==> config.mk <==
export PLATFORM = sky130hd
export DESIGN_NAME = control_unit
export DESIGN_NICKNAME = d
export VERILOG_FILES = /design/src/rtl/edulent_pkg.sv /design/src/rtl/control_unit_instr_decoder.sv /design/src/rtl/control_unit.sv
export SDC_FILE = /design/constraint.sdc
export NUM_CORES = 1
export LEC_CHECK = 0
export CAP_MARGIN = 20
export CORE_AREA = 2 2 67 69
export CTS_BUF_LIST = sky130_fd_sc_hd__clkbuf_16
export CTS_CLUSTER_SIZE = 24
export DETAILED_ROUTE_END_ITERATION = 10
export DIE_AREA = 0 0 69 71
export PLACE_DENSITY = 0.84
export SYNTH_ARGS = -nofsm -noshare
export SYNTH_HDL_FRONTEND = slang
export SYNTH_SLANG_ARGS = --single-unit
==> constraint.sdc <==
create_clock -name i_clk -period 10.06 [get_ports i_clk]
set_input_delay 2.012 -clock i_clk [delete_from_list [all_inputs] [get_ports i_clk]]
set_output_delay 2.012 -clock i_clk [all_outputs]
set_load 0.05 [all_outputs]
==> src/rtl/edulent_pkg.sv <==
// Shared types for the edulent sequencer: transfer codes, opcodes, FSM states
// and the decoded-instruction record handed from the decoder to the sequencer.
package edulent_pkg;

  typedef enum logic [3:0] {
    XFER_NONE   = 4'h0,
    XFER_MA_PC  = 4'h1,
    XFER_MD_MEM = 4'h2,
    XFER_IR_MD  = 4'h3,
    XFER_MA_MD  = 4'h4,
    XFER_REG_MD = 4'h5,
    XFER_MA_AP  = 4'h6,
    XFER_MA_SP  = 4'h7,
    XFER_MD_REG = 4'h8,
    XFER_MEM_MD = 4'h9,
    XFER_R      = 4'hA,
    XFER_PC_MD  = 4'hB,
    XFER_IN     = 4'hC,
    XFER_OUT    = 4'hD,
    XFER_PC_AP  = 4'hE,
    XFER_MD_PC  = 4'hF
  } xfer_e;

  typedef enum logic [2:0] {
    S_FETCH,
    S_DECODE,
    S_OPER,
    S_EXEC,
    S_HALT
  } state_e;

  typedef enum logic [3:0] {
    C_NOP, C_HLT, C_LOAD, C_LDA_AP, C_STORE, C_PUSH, C_POP,
    C_ALU, C_JUMP, C_CALL, C_RET, C_IN, C_OUT, C_ILL
  } class_e;

  typedef enum logic [1:0] {
    OPER_NONE,
    OPER_IMM,
    OPER_DIRECT
  } oper_e;

  typedef struct packed {
    class_e     cls;
    oper_e      oper_mode;
    logic       alu_to_ap;
    logic       illegal;
  } decode_t;

  // Sequencer state plus microstep; kept as one struct so it is visible as a unit.
  typedef struct packed {
    state_e     state;
    logic [3:0] step;
  } fsm_t;

  localparam logic [7:0] OP_NOP     = 8'h00;
  localparam logic [7:0] OP_HLT     = 8'hFF;
  localparam logic [7:0] OP_LDA_I   = 8'h11;
  localparam logic [7:0] OP_LDAP_I  = 8'h13;
  localparam logic [7:0] OP_LDA_AP  = 8'h14;
  localparam logic [7:0] OP_LDA_D   = 8'h19;
  localparam logic [7:0] OP_LDAP_D  = 8'h1B;
  localparam logic [7:0] OP_POP_AP  = 8'h1E;
  localparam logic [7:0] OP_STA     = 8'h21;
  localparam logic [7:0] OP_STAP    = 8'h23;
  localparam logic [7:0] OP_PUSH_A  = 8'h2C;
  localparam logic [7:0] OP_PUSH_AP = 8'h2E;
  localparam logic [7:0] OP_JMP     = 8'hA1;
  localparam logic [7:0] OP_JZ      = 8'hA5;
  localparam logic [7:0] OP_JC      = 8'hA9;
  localparam logic [7:0] OP_CALL    = 8'hB0;
  localparam logic [7:0] OP_RET     = 8'hC1;
  localparam logic [7:0] OP_IN      = 8'hD0;
  localparam logic [7:0] OP_OUT     = 8'hD1;

  localparam logic [7:0] SP_INIT    = 8'h7F;

endpackage

==> src/rtl/control_unit_instr_decoder.sv <==
// Combinational opcode classifier: instruction class, operand fetch mode,
// ALU accumulator select and the undefined-opcode flag.
module instr_decoder
  import edulent_pkg::*;
(
  input  logic [7:0] i_opcode,
  output decode_t    o_dec
);

  logic [3:0] w_hi;
  logic [3:0] w_lo;

  assign w_hi = i_opcode[7:4];
  assign w_lo = i_opcode[3:0];

  always_comb begin
    o_dec.cls       = C_ILL;
    o_dec.oper_mode = OPER_NONE;
    o_dec.alu_to_ap = 1'b0;
    o_dec.illegal   = 1'b1;
    case (i_opcode)
      OP_NOP:                 begin o_dec.cls = C_NOP;    o_dec.illegal = 1'b0; end
      OP_HLT:                 begin o_dec.cls = C_HLT;    o_dec.illegal = 1'b0; end
      OP_LDA_I, OP_LDAP_I:    begin o_dec.cls = C_LOAD;   o_dec.oper_mode = OPER_IMM;    o_dec.illegal = 1'b0; end
      OP_LDA_D, OP_LDAP_D:    begin o_dec.cls = C_LOAD;   o_dec.oper_mode = OPER_DIRECT; o_dec.illegal = 1'b0; end
      OP_LDA_AP:              begin o_dec.cls = C_LDA_AP; o_dec.illegal = 1'b0; end
      OP_STA, OP_STAP:        begin o_dec.cls = C_STORE;  o_dec.oper_mode = OPER_IMM;    o_dec.illegal = 1'b0; end
      OP_PUSH_A, OP_PUSH_AP:  begin o_dec.cls = C_PUSH;   o_dec.illegal = 1'b0; end
      OP_POP_AP:              begin o_dec.cls = C_POP;    o_dec.illegal = 1'b0; end
      OP_JMP, OP_JZ, OP_JC:   begin o_dec.cls = C_JUMP;   o_dec.oper_mode = OPER_IMM;    o_dec.illegal = 1'b0; end
      OP_CALL:                begin o_dec.cls = C_CALL;   o_dec.illegal = 1'b0; end
      OP_RET:                 begin o_dec.cls = C_RET;    o_dec.illegal = 1'b0; end
      OP_IN:                  begin o_dec.cls = C_IN;     o_dec.illegal = 1'b0; end
      OP_OUT:                 begin o_dec.cls = C_OUT;    o_dec.illegal = 1'b0; end
      default: begin
        // ALU group 3x..9x: NOT (5x) and SHR (9x) are single-byte, the rest take an immediate.
        if (w_hi >= 4'h3 && w_hi <= 4'h9) begin
          o_dec.cls       = C_ALU;
          o_dec.illegal   = 1'b0;
          o_dec.oper_mode = (w_hi == 4'h5 || w_hi == 4'h9) ? OPER_NONE : OPER_IMM;
          o_dec.alu_to_ap = (w_lo == 4'h8) && (w_hi == 4'h3 || w_hi == 4'h4);
        end
      end
    endcase
  end

endmodule

==> src/rtl/control_unit.sv <==
// Microcoded fetch/decode/execute sequencer driving the edulent data path.
// MEM_RD_WAIT inserts idle cycles between an MA load and the MD<=mem capture (max 6).
module control_unit
  import edulent_pkg::*;
#(
  parameter int MEM_RD_WAIT = 1
)
(
  input  logic       i_clk,
  input  logic       i_rstn,
  input  logic [7:0] i_ir,
  output logic [3:0] o_transfer_cmd,
  output logic       o_inc_pc,
  output logic [1:0] o_inc_dec_sp,
  output logic       o_alu_calculate,
  output logic       o_alu_res_to_ap,
  output logic       o_reset_ir,
  output logic       o_halted,
  output logic       o_illegal
);

  localparam int K = MEM_RD_WAIT;
  localparam logic [3:0] ST_K1  = 4'(K + 1);
  localparam logic [3:0] ST_K2  = 4'(K + 2);
  localparam logic [3:0] ST_K3  = 4'(K + 3);
  localparam logic [3:0] ST_K4  = 4'(K + 4);
  localparam logic [3:0] ST_K5  = 4'(K + 5);
  localparam logic [3:0] ST_2K3 = 4'(2 * K + 3);

  fsm_t       r_fsm;
  state_e     w_next_state;
  logic [7:0] r_opcode;
  logic [7:0] w_op;
  decode_t    w_dec;
  logic       w_last;
  xfer_e      w_cmd;
  logic       w_inc_pc;
  logic [1:0] w_sp;
  logic       w_calc;
  logic       w_to_ap;
  logic       w_rir;
  logic       w_ill;

  // In DECODE the opcode is not latched yet, so route i_ir straight to the decoder.
  assign w_op = (r_fsm.state == S_DECODE) ? i_ir : r_opcode;

  instr_decoder u_dec (
    .i_opcode (w_op),
    .o_dec    (w_dec)
  );

  always_ff @(posedge i_clk or negedge i_rstn) begin
    if (!i_rstn) begin
      r_fsm.state <= S_FETCH;
      r_fsm.step  <= 4'd0;
      r_opcode    <= 8'h00;
    end else begin
      r_fsm.state <= w_next_state;
      if (w_next_state != r_fsm.state)
        r_fsm.step <= 4'd0;
      else if (r_fsm.state != S_HALT)
        r_fsm.step <= r_fsm.step + 4'd1;
      if (r_fsm.state == S_DECODE)
        r_opcode <= i_ir;
    end
  end

  always_comb begin
    w_next_state = r_fsm.state;
    case (r_fsm.state)
      S_FETCH:  if (w_last) w_next_state = S_DECODE;
      S_DECODE: w_next_state = (w_dec.oper_mode == OPER_NONE) ? S_EXEC : S_OPER;
      S_OPER:   if (w_last) w_next_state = S_EXEC;
      S_EXEC:   if (w_last) w_next_state = (w_dec.cls == C_HLT) ? S_HALT : S_FETCH;
      S_HALT:   w_next_state = S_HALT;
      default:  w_next_state = S_FETCH;
    endcase
  end

  always_comb begin
    w_cmd    = XFER_NONE;
    w_inc_pc = 1'b0;
    w_sp     = 2'b00;
    w_calc   = 1'b0;
    w_to_ap  = 1'b0;
    w_ill    = 1'b0;
    w_last   = 1'b0;
    case (r_fsm.state)
      S_FETCH: begin
        if (r_fsm.step == 4'd0)       w_cmd = XFER_MA_PC;
        else if (r_fsm.step == ST_K1) begin w_cmd = XFER_MD_MEM; w_inc_pc = 1'b1; end
        else if (r_fsm.step == ST_K2) begin w_cmd = XFER_IR_MD;  w_last = 1'b1; end
      end
      S_OPER: begin
        if (r_fsm.step == 4'd0) w_cmd = XFER_MA_PC;
        else if (r_fsm.step == ST_K1) begin
          w_cmd    = XFER_MD_MEM;
          w_inc_pc = 1'b1;
          w_last   = (w_dec.oper_mode == OPER_IMM);
        end
        else if (r_fsm.step == ST_K2)  w_cmd = XFER_MA_MD;
        else if (r_fsm.step == ST_2K3) begin w_cmd = XFER_MD_MEM; w_last = 1'b1; end
      end
      S_EXEC: begin
        case (w_dec.cls)
          C_LOAD: begin w_cmd = XFER_REG_MD; w_last = 1'b1; end
          C_LDA_AP: begin
            if (r_fsm.step == 4'd0)       w_cmd = XFER_MA_AP;
            else if (r_fsm.step == ST_K1) w_cmd = XFER_MD_MEM;
            else if (r_fsm.step == ST_K2) begin w_cmd = XFER_REG_MD; w_last = 1'b1; end
          end
          C_STORE: begin
            if (r_fsm.step == 4'd0)      w_cmd = XFER_MA_MD;
            else if (r_fsm.step == 4'd1) w_cmd = XFER_MD_REG;
            else if (r_fsm.step == 4'd2) begin w_cmd = XFER_MEM_MD; w_last = 1'b1; end
          end
          C_PUSH: begin
            if (r_fsm.step == 4'd0)      w_cmd = XFER_MA_SP;
            else if (r_fsm.step == 4'd1) w_cmd = XFER_MD_REG;
            else if (r_fsm.step == 4'd2) begin w_cmd = XFER_MEM_MD; w_sp = 2'b10; w_last = 1'b1; end
          end
          C_POP: begin
            if (r_fsm.step == 4'd0)       w_sp = 2'b01;
            else if (r_fsm.step == 4'd1)  w_cmd = XFER_MA_SP;
            else if (r_fsm.step == ST_K2) w_cmd = XFER_MD_MEM;
            else if (r_fsm.step == ST_K3) begin w_cmd = XFER_REG_MD; w_last = 1'b1; end
          end
          C_ALU: begin
            w_to_ap = w_dec.alu_to_ap;
            if (r_fsm.step == 4'd0) w_calc = 1'b1;
            else begin w_cmd = XFER_R; w_last = 1'b1; end
          end
          C_JUMP: begin w_cmd = XFER_PC_MD; w_last = 1'b1; end
          // Return address pushed is the operand address; RET skips it with a trailing inc_pc.
          C_CALL: begin
            if (r_fsm.step == 4'd0)       w_cmd = XFER_MA_SP;
            else if (r_fsm.step == 4'd1)  w_cmd = XFER_MD_PC;
            else if (r_fsm.step == 4'd2)  begin w_cmd = XFER_MEM_MD; w_sp = 2'b10; end
            else if (r_fsm.step == 4'd3)  w_cmd = XFER_MA_PC;
            else if (r_fsm.step == ST_K4) w_cmd = XFER_MD_MEM;
            else if (r_fsm.step == ST_K5) begin w_cmd = XFER_PC_MD; w_last = 1'b1; end
          end
          C_RET: begin
            if (r_fsm.step == 4'd0)       w_sp = 2'b01;
            else if (r_fsm.step == 4'd1)  w_cmd = XFER_MA_SP;
            else if (r_fsm.step == ST_K2) w_cmd = XFER_MD_MEM;
            else if (r_fsm.step == ST_K3) w_cmd = XFER_REG_MD;
            else if (r_fsm.step == ST_K4) w_cmd = XFER_PC_AP;
            else if (r_fsm.step == ST_K5) begin w_inc_pc = 1'b1; w_last = 1'b1; end
          end
          C_IN:  begin w_cmd = XFER_IN;  w_last = 1'b1; end
          C_OUT: begin w_cmd = XFER_OUT; w_last = 1'b1; end
          C_ILL: begin w_ill = 1'b1; w_last = 1'b1; end
          default: w_last = 1'b1;
        endcase
      end
      default: ;
    endcase
  end

  assign w_rir = (r_fsm.state == S_EXEC) && w_last;

  assign o_transfer_cmd  = i_rstn ? w_cmd : 4'h0;
  assign o_inc_pc        = i_rstn & w_inc_pc;
  assign o_inc_dec_sp    = i_rstn ? w_sp : 2'b00;
  assign o_alu_calculate = i_rstn & w_calc;
  assign o_alu_res_to_ap = i_rstn & w_to_ap;
  assign o_reset_ir      = i_rstn & w_rir;
  assign o_illegal       = i_rstn & w_ill;
  assign o_halted        = i_rstn & (r_fsm.state == S_HALT);

endmodule

==> Word level (Yosys, flattened, before mapping) <==
Cells that the tools add are included.
{ "totals": {"regBits": 15, "inputBits": 10, "elab_cells": 174} }
{ "classes": {"n_addsub": 1, "n_lt_le_gt_ge": 2, "eq_ne": 49, "n_mux": 91, "n_bitwise": 6, "reduce_logical": 22} }
{ "ops": {"columns": ["op", "count"], "rows": [
  ["$mux 4", 19],
  ["$eq 8x8->1 const B", 8],
  ["$eq 8x5->1 const B", 6],
  ["$pmux 4 s12", 1],
  ["$pmux 4 s11", 1],
  ["$mux 3", 14],
  ["$mux 1", 38],
  ["$eq 4x3->1 const B", 9],
  ["$eq 4x4->1 const B", 8],
  ["$eq 8x6->1 const B", 4],
  ["$eq 4x2->1 const B", 5],
  ["$reduce_or 19->1", 1],
  ["$mux 2", 9],
  ["$mux 8", 2],
  ["$pmux 3 s5", 1],
  ["$reduce_or 2->1", 7],
  ["$pmux 4 s3", 1],
  ["$reduce_or 10->1", 1],
  ["$eq 4x1->1 const B", 2],
  ["$logic_not 8->1", 1],
  ["$reduce_or 7->1", 1],
  ["$and 1x1->1", 6],
  ["$eq 3x2->1 const B", 2],
  ["$pmux 1 s6", 1],
  ["20 further kinds", 23]
]} }

==> Longest topological paths before layout <==
Gate-level depths: netlist of the first run.
{ "depth": {"ltp_word": 15, "depth_mapped": 11, "depth_no_buf": 10} }

==> By module <==
From an unflattened synthesis of the first run, not the netlist that was laid out.
{ "hier_totals": {"cells_unflattened": 283, "hier_area_um2": 2185.8} }
{ "modules_own_cells": {"columns": ["module", "instances", "cells_per_inst", "area_per_inst_um2"], "rows": [
  ["control_unit", 1, 202, 1610.3],
  ["instr_decoder", 1, 81, 575.6]
]} }

==> Least setup slack after synthesis of the first run <==
Ideal clock, no wire load.
{ "synth_path": {"kind": "input to output", "from": "input i_ir[3]", "to": "output o_transfer_cmd[2]", "arrival_time_ns": 4.929, "t_required_ns": 8.048, "path_slack_ns": 3.119, "cell_stages": 9, "path_buffers": 1, "cell_sequence": "clkbuf_1 > nor3b_1 > a311oi_2 > a2bb2oi_1 > a2bb2oi_1 > nand2_1 > a21oi_1 > o211ai_1 > a311oi_1"} }
{ "synth_via": {"elab_chain_len": 8, "elab_cells_between_ends": 39, "cone_classes": "eq/ne (29); mux (5); reduce/logical (5)"} }
{ "synth_lines": {"columns": ["item", "line", "text"], "rows": [
  ["start, declared", "control_unit.sv:11", "input logic [7:0] i_ir,"],
  ["$mux 8 (*)", null, null],
  ["$eq 8x5->1, or another cell as far along", "control_unit_instr_decoder.sv:21", "case (i_opcode)"],
  ["$reduce_or 4->1 (no source line), or another cell as far along", null, null],
  ["$pmux 4 s12 (*)", "control_unit_instr_decoder.sv:21", null],
  ["$eq 4x4->1, or another cell as far along", "control_unit.sv:105", "case (w_dec.cls)"],
  ["$pmux 4 s11 (*)", "control_unit.sv:105", null],
  ["$pmux 4 s3 (*)", "control_unit.sv:88", "case (r_fsm.state)"],
  ["$mux 4 (*)", "control_unit.sv:163", "assign o_transfer_cmd = i_rstn ? w_cmd : 4'h0;"],
  ["end, declared", "control_unit.sv:12", "output logic [3:0] o_transfer_cmd,"]
]} }
Mark *: on every way between the ends. The rest lies on a longest branch, timed or not.

==> Final worst setup path of the first run <==
{ "layout_path": {"from": "input i_ir[5]", "to": "output o_transfer_cmd[2]"} }
{ "layout_via": {"elab_chain_len": 9, "elab_cells_between_ends": 43, "cone_classes": "order compare (2); eq/ne (29); mux (6); reduce/logical (6)"} }
{ "layout_lines": {"columns": ["item", "line", "text"], "rows": [
  ["$mux 8 (*)", null, null],
  ["$ge 4x2->1 / $le 4x4->1 (equally long branches)", "control_unit_instr_decoder.sv:37", "if (w_hi >= 4'h3 && w_hi <= 4'h9) begin"],
  ["$logic_and 1x1->1", "control_unit_instr_decoder.sv:37", null],
  ["$mux 8", "control_unit_instr_decoder.sv:37", null],
  ["$pmux 4 s12 (*)", "control_unit_instr_decoder.sv:21", null],
  ["$eq 4x4->1, or another cell as far along", "control_unit.sv:105", null],
  ["$pmux 4 s11 (*)", "control_unit.sv:105", null],
  ["$pmux 4 s3 (*)", "control_unit.sv:88", null],
  ["$mux 4 (*)", "control_unit.sv:163", null]
]} }
Marks and branches as above.

==> results of run 1 <==
## power groups by stage
| stage | Combinational [mW] | Clock [mW] | Sequential (mW) |
|---|---|---|---|
| 5_1_grt | 0.442 | 0.0840 | 0.171 |
| 2_1_floorplan | 0.359 | 0 | 0.107 |
| 3_3_place_gp | 0.391 | 0 | 0.163 |
| 4_1_cts | 0.396 | 0.0823 | 0.163 |
| 3_5_place_dp | 0.394 | 0 | 0.164 |
| 6_report | 0.405 | 0.0806 | 0.168 |
## cell families (layout without fill, tap and decap cells)
logic type,count (synthesis),in the layout,synth area share
mux,6,6,0.0285
simple gates,164,164,0.412
buf+inv,38,40,0.0797
compound gates,84,84,0.270
xor+xnor,4,4,0.0159
fa+ha+maj,4,4,0.0228
flops,15,15,0.171
## layer usage
metal,part of all wire,GRT usage,vias to the layer above
met1,0.40,0.371,1227
met5,0,0,-
met2,0.46,0.454,195
li1,-,-,1192
met4,0.034,0.113,0
met3,0.10,0.0442,38
## sequential cells by signal (all words and copies together) (netlist names)
| register | count |
|---|---|
| r_opcode | 8 |
| r_fsm | 7 |
## synthesized netlist by cell type (6+ instances only)
cell type / n / area share
a21oi_1: 23 / 0.052
clkbuf_1: 17 / 0.029
dfrtp_1: 15 / 0.17
inv_1: 11 / 0.019
nand2_1: 37 / 0.063
nand3_1: 33 / 0.075
nand4_1: 10 / 0.028
nor2_1: 20 / 0.034
nor2b_1: 9 / 0.026
nor3_1: 17 / 0.039
nor4b_1: 7 / 0.028
o211ai_1: 6 / 0.020
o21ai_0: 12 / 0.027
## tightest hold or removal path: stages, from the launching register on
cell and delay [ps]:
dfrtp_1 460, nand2_1 90, nand2_1 50
## path summary, 6_finish.rpt
kind | slack (ps) | start | cells after the start | to
worst max-delay path | 2320 | i_ir[5] | 10 | o_transfer_cmd[2]
worst min-delay path | 650 | r_opcode[1] | 2 | r_opcode[1]
worst max register to register | 6690 | r_fsm[4] | 10 | r_fsm[5]
worst min register to register | 650 | r_opcode[1] | 2 | r_opcode[1]
max in group asynchronous | 7770 | i_rstn | 2 | r_fsm[4]
min in group asynchronous | 2090 | i_rstn | 2 | r_opcode[3]
## area by class of cell
type	count	area (um^2)
clock buffer	3	75.1
clock inverter	1	7.51
fill	411	1760
inverter	13	50.0
multi-input combinational	262	1650
sequential	15	375
tap	52	65.1
timing repair buffer	23	225
==> impl_metrics.tcl, run 1 <==
set metrics [dict create \
    p_clk_frac 0.123 \
    synth-seq-area-share 0.171 \
    hold_violations 0 \
    overflow 0 \
    start_kind "input pin" \
    switching_share 0.546 \
    pre_cts_ws_ps 2400 \
    irDropWorstVdd_mv 0.148 \
    area_growth_pct 11.3 \
    viasPerCell 7.19 \
    n_antenna_cell 0 \
    power_leakage_nw 0.900 \
    clock_latency_ps 250 \
    fin_crit_sh 0.769 \
    synth_cell_types 67 \
    die_h_um 71 \
    final_util 0.582 \
    drcViolationCount 0 \
    max_freq_mhz 129 \
    crit_family "buffers and inverters" \
    pin_count 22 \
    cts_buffer_depth 2 \
    cts_buffers 3 \
    dp_cells 365 \
    grt_start_max_net_pins 25 \
    die_w_um 69 \
    pwr-share-comb 0.619 \
    h-tree-depth 1 \
    core_um2 4200 \
    end_kind "primary output" \
    yosys_register_bits 15 \
    power.density_nw_per_um2 267 \
    drtIter0Drc 426 \
    final.min_clock_period_ps 7740 \
    hold_ws_ps 651 \
    stdcell_count 369 \
    drt_wl_total_mm 6.85 \
    vias 2652 \
    layout_common_cells "nand2_1 (37), nand3_1 (33), a21oi_1 (23)" \
    rows 24 \
    cp_max_fo 13 \
    synth_cells 315 \
    cts_hold_buffers 0 \
    slowest_delay_ps 840 \
    cts_setup_buffers 0 \
    dr.pass1.iters 5 \
    hold_class "reg2reg" \
    rsz0062_at_grt "false" \
    maxSlewHeadroom 0.494 \
    root_buffer "clkbuf_16" \
    synthesis.area_um2 2200 \
    dp_hpwl_mm 4.96 \
    synthArstFlopShare 1.00 \
    cts.sinks 15 \
    setup_violations 0 \
    nets 332 \
    cts_tree "built" \
    worstPathArrival_ps 5720 \
    io_buffers 21 \
    layout_commonest_cell "nand2_1" \
    clkTransAtPathRegs_ps 50 \
    synth.yosys.warnings 0 \
    dpl_cell_area_um2 2360 \
    internal_power_mw 0.297 \
    report.power.total_mw 0.654 \
    crit_chain "clkdlybuf4s50_1, nor4b_1, nand4_1, a21oi_1, nor2_1, a2bb2oi_1, nor3_1, a2111oi_0, a311oi_1, clkdlybuf4s50_1" \
    crit_type "in2out" \
    finClkSkew_ps 1.43 \
    seqPwrFrac 0.257 \
    p_sw_mw 0.357 \
    syn_area_per_cell_um2 6.98 \
    grt_pass1_vias 2420 \
    grtUsageTotal 0.279 \
    antenna_left 0 \
    gp_congestion 1.03 \
    cp_slowest_cell "clkdlybuf4s50_1" \
    post-route-cell-area_um2 2450 \
    grt_pass1_wl_mm 11.4 \
    crit_top_cell "clkdlybuf4s50_1" \
    finalSetupTns_ps 0 \
    timing.max_cap.violations 0 \
    worstMarginPinSlew_ps 748 \
    synth_fp_nets 329 \
    synth_edf_count 0 \
    wire_per_inst_um 18.6 \
    cts.repair.resized 0 \
    drive_gt1_frac 0.0757 \
    slew_viol_final 0 \
    ys.flop_type "dfrtp_1" \
    setup_ws_ps 2320 \
    start_util 0.523 \
    worst-path-buf-inv 2 \
    antenna_found_initial 0 \
    status "completed" \
    required_ps 8050 \
    die-area_um2 4900 \
]
No activity file was read; power rests on OpenSTA's default activity.
==> run 2: changes to the inputs <==
- clock period: 10.06 -> 7.9 ns (I/O delays scaled with it)
==> run 2 against run 1 <==
Critical path depth did not move. Global-route usage fell by 0.97 points. Core utilization did not move. Final area did not move. Final cell count did not move. Count of clock-buffer cells in the layout did not move. Hold slack improved by 32 ps. Flip-flop and latch count did not move. Power rose by 27%. Critical endpoint unchanged.
==> impl_metrics.tcl, run 2 (same netlist as run 1, synthesis figures left out) <==
set metrics [dict create \
    pin_count 22 \
    clkTransAtPathRegs_ps 50 \
    rsz0062_at_grt "false" \
    end_kind "primary output" \
    p_clk_frac 0.124 \
    worstPathArrival_ps 5460 \
    dp_hpwl_mm 4.98 \
    dpl_cell_area_um2 2360 \
    die_h_um 71 \
    rows 24 \
    slew_viol_final 0 \
    internal_power_mw 0.378 \
    area_growth_pct 11.3 \
    viasPerCell 7.09 \
    required_ps 6320 \
    hold_violations 0 \
    overflow 0 \
    pwr-share-comb 0.623 \
    cts_buffers 3 \
    final.min_clock_period_ps 7040 \
    io_buffers 21 \
    antenna_left 0 \
    switching_share 0.545 \
    stdcell_count 369 \
    hold_class "reg2reg" \
    worstMarginPinSlew_ps 973 \
    finClkSkew_ps 2.20 \
    nets 332 \
    cp_max_fo 13 \
    post-route-cell-area_um2 2450 \
    wire_per_inst_um 18.2 \
    grt_start_max_net_pins 25 \
    report.power.total_mw 0.830 \
    p_sw_mw 0.452 \
    irDropWorstVdd_mv 0.249 \
    cts_setup_buffers 0 \
    maxSlewHeadroom 0.350 \
    layout_commonest_cell "nand2_1" \
    power_leakage_nw 0.900 \
    seqPwrFrac 0.253 \
    h-tree-depth 1 \
    grt_pass1_vias 2327 \
    regMostFlops "r_opcode" \
    die-area_um2 4900 \
    largest_reg_flops 8 \
    crit_type "in2out" \
    finalSetupTns_ps 0 \
    cts.sinks 15 \
    start_util 0.523 \
    n_antenna_cell 0 \
    drtIter0Drc 377 \
    dp_cells 365 \
    gp_congestion 1.00 \
    hold_ws_ps 683 \
    cts.repair.resized 0 \
    vias 2618 \
    grt_pass1_wl_mm 11.1 \
    drt_wl_total_mm 6.73 \
    cts_tree "built" \
    drive_gt1_frac 0.0757 \
    core_um2 4200 \
    clock_latency_ps 250 \
    top_regs "r_opcode (8), r_fsm (7)" \
    grtUsageTotal 0.269 \
    die_w_um 69 \
    layout_common_cells "nand2_1 (37), nand3_1 (33), a21oi_1 (23)" \
    cts_hold_buffers 0 \
    setup_violations 0 \
    drcViolationCount 0 \
    root_buffer "clkbuf_16" \
    start_kind "input pin" \
    antenna_found_initial 0 \
    timing.max_cap.violations 0 \
    dr.pass1.iters 7 \
    cts_buffer_depth 2 \
    status "completed" \
    power.density_nw_per_um2 339 \
    max_freq_mhz 142 \
    fin_crit_sh 0.891 \
]
==> run 2: cell counts in the layout (fill, tap and decap cells not counted) <==
No cell type changed its count.
==> run 2: final timing paths <==
path | startpoint | end | slack (ps) | cells after the start
worst max-delay path | i_ir[5] | o_transfer_cmd[2] | 860 | 10
worst min-delay path | r_opcode[1] | r_opcode[1] | 680 | 2
worst max register to register | r_fsm[4] | r_fsm[4] | 4000 | 9
worst min register to register | r_opcode[1] | r_opcode[1] | 680 | 2
max in group asynchronous | i_rstn | r_fsm[2] | 6050 | 2
min in group asynchronous | i_rstn | r_opcode[5] | 1660 | 2
==> run 2: per-layer routing <==
layer / up-vias / track usage / wire length [um]
li1: 1194 / - / -
met1: 1207 / 0.364 / 2730
met2: 189 / 0.437 / 3090
met3: 28 / 0.0499 / 741
met4: 0 / 0.0850 / 167
met5: - / 0 / 0
==> run 2: final cells by class <==
cell class	instances	area, um^2
Tap cell	52	65.1
Multi-Input combinational cell	262	1650
Sequential cell	15	375
Clock inverter	1	7.51
Clock buffer	3	75.1
Timing Repair Buffer	23	225
Fill cell	388	1760
Inverter	13	50.0
==> run 2: power groups by stage <==
stage	clock, mW	sequential [mW]	combinational [mW]
2_1_floorplan	0	0.137	0.457
3_3_place_gp	0	0.206	0.497
3_5_place_dp	0	0.206	0.499
4_1_cts	0.104	0.204	0.503
5_1_grt	0.106	0.216	0.565
6_report	0.103	0.210	0.517
==> run 2: critical path, stage by stage <==
cell and delay [ps]:
clkdlybuf4s50_1 770, nor4b_1 640, nand4_1 230, a21oi_1 290, nor2_1 170, a2bb2oi_1 190
nor3_1 240, a2111oi_0 110, a311oi_1 360, clkdlybuf4s50_1 860
==> run 2: metrics by stage <==
stage | worst slack [ps] | utilization
6_report | 858 | 0.582
5_1_grt | 743 | 0.582
4_1_cts | 965 | 0.582
3_5_place_dp | 980 | 0.562
3_3_place_gp | 1060 | 0.562
2_1_floorplan | 1820 | -
==> run 3: changes to the inputs <==
- CTS_CLUSTER_SIZE: 24 -> 16
==> results of run 3 <==
Same layout as run 2: the final DEF is identical, and so are final timing and power.
